## src/rtl/gpio_cfg_pkg.sv

```systemverilog
// Shared constants for the per-pad GPIO configuration holder: field bit map,
// FSM encoding, bit-counter sizing and the reference default word.
package gpio_cfg_pkg;

  localparam int CFG_WIDTH = 13;

  localparam int CFG_MGMT_EN    = 0;
  localparam int CFG_OUTENB     = 1;
  localparam int CFG_HOLDOVER   = 2;
  localparam int CFG_INP_DIS    = 3;
  localparam int CFG_IB_MODE    = 4;
  localparam int CFG_ANA_EN     = 5;
  localparam int CFG_ANA_SEL    = 6;
  localparam int CFG_ANA_POL    = 7;
  localparam int CFG_SLOW_SEL   = 8;
  localparam int CFG_VTRIP_SEL  = 9;
  localparam int CFG_DM_LSB     = 10;
  localparam int CFG_DM_MSB     = 12;

  localparam int                CNT_W    = 4;
  localparam logic [CNT_W-1:0]  CNT_MAX  = 4'd15;
  localparam logic [CNT_W-1:0]  CNT_FULL = 4'(CFG_WIDTH);

  localparam logic [CFG_WIDTH-1:0] CFG_RESET_DEFAULT = 13'h0402;

  typedef enum logic {
    CFG_DEFAULT    = 1'b0,
    CFG_PROGRAMMED = 1'b1
  } cfg_state_e;

  // Bit counter holds at its ceiling so long shift bursts never wrap back to 13.
  function automatic logic [CNT_W-1:0] cnt_sat_inc(input logic [CNT_W-1:0] c);
    return (c == CNT_MAX) ? c : c + 1'b1;
  endfunction

endpackage

```

## src/rtl/gpio_cfg_shreg.sv

```systemverilog
// Daisy-chain shift register with a saturating count of bits shifted since the
// last load/reload; both preset from the pad default word on reset or reload.
module gpio_cfg_shreg
  import gpio_cfg_pkg::*;
#(
  parameter int WIDTH = CFG_WIDTH
) (
  input  logic             clk_i,
  input  logic             rst_ni,
  input  logic [WIDTH-1:0] defaults_i,
  input  logic             preset_i,
  input  logic             shift_en_i,
  input  logic             data_i,
  input  logic             cnt_clr_i,
  output logic [WIDTH-1:0] shreg_o,
  output logic [CNT_W-1:0] cnt_o
);

  logic [WIDTH-1:0] shreg_q, shreg_d;
  logic [CNT_W-1:0] cnt_q, cnt_d;

  always_comb begin
    shreg_d = shreg_q;
    cnt_d   = cnt_q;
    if (preset_i) begin
      shreg_d = defaults_i;
      cnt_d   = '0;
    end else begin
      if (shift_en_i) begin
        shreg_d = {shreg_q[WIDTH-2:0], data_i};
      end
      // A shift coinciding with a load is not counted toward the next word.
      if (cnt_clr_i) begin
        cnt_d = '0;
      end else if (shift_en_i) begin
        cnt_d = cnt_sat_inc(cnt_q);
      end
    end
  end

  always_ff @(posedge clk_i) begin
    if (!rst_ni) begin
      shreg_q <= defaults_i;
      cnt_q   <= '0;
    end else begin
      shreg_q <= shreg_d;
      cnt_q   <= cnt_d;
    end
  end

  assign shreg_o = shreg_q;
  assign cnt_o   = cnt_q;

endmodule

```

## src/rtl/gpio_config_shift_ctrl.sv

```systemverilog
// Per-pad GPIO config holder: serial shift chain feeding a live config register,
// preset from mask defaults; load updates outputs one edge after serial_load.
module gpio_config_shift_ctrl
  import gpio_cfg_pkg::*;
#(
  parameter int WIDTH       = CFG_WIDTH,
  parameter bit STRICT_LOAD = 1'b0
) (
  input  logic             serial_clock,
  input  logic             resetn,
  input  logic [WIDTH-1:0] gpio_defaults,
  input  logic             defaults_reload,
  input  logic             serial_shift_en,
  input  logic             serial_data_in,
  input  logic             serial_load,
  output logic             serial_data_out,
  output logic             mgmt_ena,
  output logic             gpio_outenb,
  output logic             gpio_holdover,
  output logic             gpio_inp_dis,
  output logic             gpio_ib_mode_sel,
  output logic             gpio_ana_en,
  output logic             gpio_ana_sel,
  output logic             gpio_ana_pol,
  output logic             gpio_slow_sel,
  output logic             gpio_vtrip_sel,
  output logic [2:0]       gpio_dm,
  output logic             cfg_programmed,
  output logic             load_err
);

  logic [WIDTH-1:0] shreg_q;
  logic [CNT_W-1:0] cnt_q;
  logic [WIDTH-1:0] cfg_q, cfg_d;
  logic             load_err_q, load_err_d;
  cfg_state_e       state_q, state_d;
  logic             load_ok;

  gpio_cfg_shreg #(
    .WIDTH (WIDTH)
  ) u_shreg (
    .clk_i      (serial_clock),
    .rst_ni     (resetn),
    .defaults_i (gpio_defaults),
    .preset_i   (defaults_reload),
    .shift_en_i (serial_shift_en),
    .data_i     (serial_data_in),
    .cnt_clr_i  (serial_load),
    .shreg_o    (shreg_q),
    .cnt_o      (cnt_q)
  );

  // Counter is compared before any same-cycle shift lands.
  assign load_ok = serial_load && !defaults_reload &&
                   (!STRICT_LOAD || (cnt_q == CNT_FULL));

  always_comb begin
    cfg_d      = cfg_q;
    load_err_d = load_err_q;
    if (defaults_reload) begin
      cfg_d = gpio_defaults;
    end else if (serial_load) begin
      if (load_ok) begin
        cfg_d = shreg_q;
      end else begin
        load_err_d = 1'b1;
      end
    end
  end

  always_ff @(posedge serial_clock) begin
    if (!resetn) begin
      cfg_q      <= gpio_defaults;
      load_err_q <= 1'b0;
    end else begin
      cfg_q      <= cfg_d;
      load_err_q <= load_err_d;
    end
  end

  always_ff @(posedge serial_clock) begin
    if (!resetn) begin
      state_q <= CFG_DEFAULT;
    end else begin
      state_q <= state_d;
    end
  end

  always_comb begin
    state_d = state_q;
    case (state_q)
      CFG_DEFAULT:    if (load_ok)         state_d = CFG_PROGRAMMED;
      CFG_PROGRAMMED: if (defaults_reload) state_d = CFG_DEFAULT;
      default:                             state_d = CFG_DEFAULT;
    endcase
  end

  always_comb begin
    cfg_programmed = (state_q == CFG_PROGRAMMED);
  end

  assign serial_data_out  = shreg_q[WIDTH-1];
  assign load_err         = load_err_q;
  assign mgmt_ena         = cfg_q[CFG_MGMT_EN];
  assign gpio_outenb      = cfg_q[CFG_OUTENB];
  assign gpio_holdover    = cfg_q[CFG_HOLDOVER];
  assign gpio_inp_dis     = cfg_q[CFG_INP_DIS];
  assign gpio_ib_mode_sel = cfg_q[CFG_IB_MODE];
  assign gpio_ana_en      = cfg_q[CFG_ANA_EN];
  assign gpio_ana_sel     = cfg_q[CFG_ANA_SEL];
  assign gpio_ana_pol     = cfg_q[CFG_ANA_POL];
  assign gpio_slow_sel    = cfg_q[CFG_SLOW_SEL];
  assign gpio_vtrip_sel   = cfg_q[CFG_VTRIP_SEL];
  assign gpio_dm          = cfg_q[CFG_DM_MSB:CFG_DM_LSB];

endmodule

```

## config.mk

```make
export PLATFORM = sky130hd
export DESIGN_NAME = gpio_config_shift_ctrl
export DESIGN_NICKNAME = d
export VERILOG_FILES = /design/src/rtl/gpio_cfg_pkg.sv /design/src/rtl/gpio_cfg_shreg.sv /design/src/rtl/gpio_config_shift_ctrl.sv
export SDC_FILE = /design/constraint.sdc
export NUM_CORES = 1
export LEC_CHECK = 0
export ABC_CLOCK_PERIOD_IN_PS = 2600
export CAP_MARGIN = 20
export CORE_MARGIN = 5
export CORE_UTILIZATION = 49
export CTS_CLUSTER_SIZE = 40
export DETAILED_ROUTE_END_ITERATION = 16
export PLACE_DENSITY = 0.82
export SYNTH_ARGS = -nofsm -noshare
export SYNTH_HDL_FRONTEND = slang
export SYNTH_SLANG_ARGS = --single-unit
```

## constraint.sdc

```tcl
create_clock -name serial_clock -period 2.6 [get_ports serial_clock]
set_input_delay 0.52 -clock serial_clock [delete_from_list [all_inputs] [get_ports serial_clock]]
set_output_delay 0.52 -clock serial_clock [all_outputs]
set_load 0.005 [all_outputs]
```

==> metrics.sh <==
REGISTER_BIT_COUNT_REPORTED_BY_YOSYS=28
WORSTREGTOREGCELLS=1
FINALWIRELENGTH_MICRONS=1960
SYNTH-ADDER-AREA-SHARE_PCT=0
WORST_SETUP_PATH_STARTPOINT='resetn'
MAX_SLEW_MARGIN_PCT=73.6
MOSTFREQUENTLAYOUTCELL='sky130_fd_sc_hd__clkdlybuf4s50_1'
GRT.MET2_USAGE_PCT=20.5
MIN_PERIOD_OVER_PERIOD_PCT=67.6
POWER.SWITCHING_uW=184
START_KIND='input pin'
GRT_PASS1_VIAS=674
NUMBER_OF_BUFFERS_BETWEEN_CLOCK_ROOT_AND_THE_DEEPEST_SINK=2
MULTI_INPUT_COMB_AREA_SQ_UM=359
CTS_TREE='built'
HOLD_VIOL_FINAL=0
PORT_BUFFERS=34
TIGHTESTPINTRANSITION_NS=0.395
POST_SYNTH_INST_COUNT=63
TRITONCTS_NUM_SINKS=28
WORST_SKEW_PAIR.LATE_LATENCY_NS=0.33
CRITICAL_PATH_REQUIRED_NS=2.65
POWER_SWITCHING_SHARE_PCT=18.8
CLKSLEWWORSTSETUPHOLDPATHS_NS=0.15
BOUNDARYPINS=35
GRT_ANTENNA_BEFORE_REPAIR=0
GROUTE.LAYER.MET3.USAGE_PCT=3.05
RSZ0062_AT_GRT='false'
FINALNETCOUNT=118
INITIAL_CELL_DENSITY_OF_THE_CORE_PCT=50.1
AREAGROWTHSYNTHTOFINISH_PCT=33.4
HP-START='cfg_programmed$_SDFF_PN0_'
HOLD-PATH-CELL-COUNT=2
ANTENNA_CELLS_INSERTED=0
PLACE.GP.CONGESTION=0.683
DETAIL_ROUTE.ITER0.VIOLATIONS=8
SLEW_VIOL_FINAL=0
YOSYSWARNINGS=0
SYNTH_SIMPLE_GATE_AREA_SHARE_PCT=3.32
CRITICAL_PATH_CLASS='in -> reg'
LAYOUT-DRIVE-GT1-SHARE_PCT=33.7
WORST_R2R_STARTPOINT='u_shreg.shreg_o[3]$_DFFE_PP_'
H-TREE-DEPTH=1
FMAX_MHz=569
GR-MAX-USAGE-LAYER='met2'
SYN_AREA_PER_CELL_SQ_UM=19.2
TIMING.FINAL.CRIT_PERIOD_NS=1.76
DOMINANT_COMBINATIONAL_CELL_FAMILY_BY_AREA_AFTER_SYNTHESIS='multiplexers'
PLACEMENT_ROWS=18
COMPOUND_GATE_PORTION_OF_THE_SYNTHESIZED_AREA_PCT=0
ROUTED-VIA-COUNT=636
GRT_FIRST_PASS_WIRELENGTH_MICRONS=3210
DP.FINAL_HPWL_MICRONS=1410
GRT.MET1_USAGE_PCT=15.4
PWR-SHARE-CLK_PCT=28.8
WORST-R2R-SETUP-SLACK_NS=1.64
CRITICAL-PATH-MAX-STAGE-DELAY_NS=0.52
HOLDWS_NS=0.485
CTS_ROOT_BUF='sky130_fd_sc_hd__clkbuf_4'
AREA.SEQUENTIAL_SQ_UM=821
CRITICAL_PATH.TOP_DELAY_FAMILY='simple AND/OR/NAND/NOR gates'
DRT-WIRELENGTH-PER-CELL_MICRONS=15.3
DETAIL_ROUTE.FIRST_PASS.ITERATIONS=2
MOST-COMMON-LAYOUT-CELLS='sky130_fd_sc_hd__clkdlybuf4s50_1 (34), sky130_fd_sc_hd__edfxtp_1 (26), sky130_fd_sc_hd__mux2_2 (19)'
POST_CTS_BUFFERS=0
FINALCOREUTILIZATION_PCT=66.8
WORST_PATH_MAX_DELAY_CELL='sky130_fd_sc_hd__clkdlybuf4s50_1'
TIMING.CRITICAL_PATH.TO_TYPE='flop'
YOSYS.CELL_TYPES.COUNT=10
BUFFER_AND_INVERTER_COUNT_ON_THE_WORST_PATH=1
FILLERINSTANCES=166
POWERDENSITY_nW_PER_UM2=610
SYNTH-XOR-AREA-SHARE_PCT=0
FINISH.CELL_COUNT_WITHOUT_FILLERS=128
FINAL-SETUP-VIOL-COUNT=0
COMB_POWER_SHARE_PCT=14.3
SYNTH_MUX_AREA_SHARE_PCT=26.4
DIE-WIDTH_MICRONS=59.6
SEQ_POWER_SHARE_PCT=56.8
GROUTE.USAGE.OVERALL_PCT=12.6
PATH_MAX_FANOUT=29
FINAL.SETUP.TNS_NS=0
POST-ROUTE-DRC-COUNT=0
DIE_AREA_SQ_UM=3560
DIE_HT_MICRONS=59.6
CRITICAL_PATH.REG2REG.ENDPOINT='cfg_q[3]$_DFFE_PP_'
CTSRESIZECOUNT=0
NUMBER_OF_CELLS_IN_THE_DESIGN_AFTER_PLACEMENT=124
TOTAL_POWER_uW=982
DRT-VIAS-PER-INSTANCE=4.97
STATUS='completed'
GRT_MAX_DEGREE=30
STANDARD_CELL_CORE_AREA_SQ_UM=2410
SYNTH_SEQUENTIAL_AREA_RATIO_PCT=68.0
MIN_TO='cfg_programmed$_SDFF_PN0_'
WORSTPATHARRIVAL_NS=1.81
SYNTH.CELL_AREA_SQ_UM=1210
ANT_NETS=0
SYNTHESIS.NETS=82
GLOBALROUTEOVERFLOWTOTAL=0
PATH_CELLS='clkdlybuf4s50_1 -> nand2b_4 -> or2_2'
INT_PWR_uW=797
SKEW_NS=0.0142
MIN-DELAY-PATH-CLASS='reg -> reg'
CTSHOLDBUFFERS=0
MAX-VDD-IR-DROP_mV=0.474
LEAKAGE_uW=0.000606
MAXCAPVIOLATIONS=0
CTS-BUFFERS-INSERTED=3
[cells by family after synthesis]
group | count (synthesis)
buffers and inverters | 3
AND/OR/NAND/NOR | 6
flip-flops | 28
multiplexers | 26
[metrics by stage]
stage               setup WS [ns]  cell area (sq um)
floorplan                    1.02               1210
CTS                         0.835               1610
finish                      0.842               1610
detailed placement          0.475               1560
global placement            0.506               1560
global route                0.785               1610
[state kept, by name, indices dropped and copies added (netlist names)]
register / flops
load_err: 1
cfg_q: 13
cfg_programmed: 1
u_shreg.shreg_o: 13
[power groups by stage]
stage / Combinational (uW) / Clock [uW] / Sequential (uW)
CTS: 143 / 289 / 559
global route: 151 / 311 / 564
finish: 141 / 283 / 558
detailed placement: 143 / 0 / 569
floorplan: 60.7 / 0 / 567
global placement: 139 / 0 / 568
[how the worst max path moves through the flow]
stage | endpoint | slack [ns] | cells after the start
after detailed placement | cfg_q[12]$_DFFE_PP_ | 0.48 | 3
after CTS | cfg_q[12]$_DFFE_PP_ | 0.83 | 3
after global routing | serial_data_out | 0.78 | 1
after floorplan | cfg_q[0]$_DFFE_PP_ | 1.02 | 4
final | cfg_q[4]$_DFFE_PP_ | 0.84 | 3
after global placement | cfg_q[12]$_DFFE_PP_ | 0.51 | 3
[routing by layer]
metal	up-vias	part of all wire, %
li1	312	-
met2	18	51
met1	301	42
met4	0	2.0
met3	5	5.0
met5	-	0
[final cells by class]
type                    instances  share of cell area [%]
well taps                      30                    2.33
clock inverters                 1                    1.86
flip-flops and latches         28                    51.0
multi-input cells              32                    22.3
clock buffers                   3                    1.40
repair buffers                 34                    21.1
[Yosys cell counts]
library cell | n | area, sq um
sky130_fd_sc_hd__buf_2 | 1 | 5.00
sky130_fd_sc_hd__nand2b_4 | 1 | 13.8
sky130_fd_sc_hd__or2_2 | 2 | 12.5
sky130_fd_sc_hd__edfxtp_1 | 26 | 781
sky130_fd_sc_hd__dfxtp_1 | 2 | 40.0
sky130_fd_sc_hd__buf_6 | 2 | 22.5
sky130_fd_sc_hd__nor2_1 | 2 | 7.51
sky130_fd_sc_hd__mux2_2 | 19 | 214
sky130_fd_sc_hd__mux2_4 | 7 | 105
sky130_fd_sc_hd__and2_1 | 1 | 6.26
Note: power is estimated with default switching activity, not from simulation.
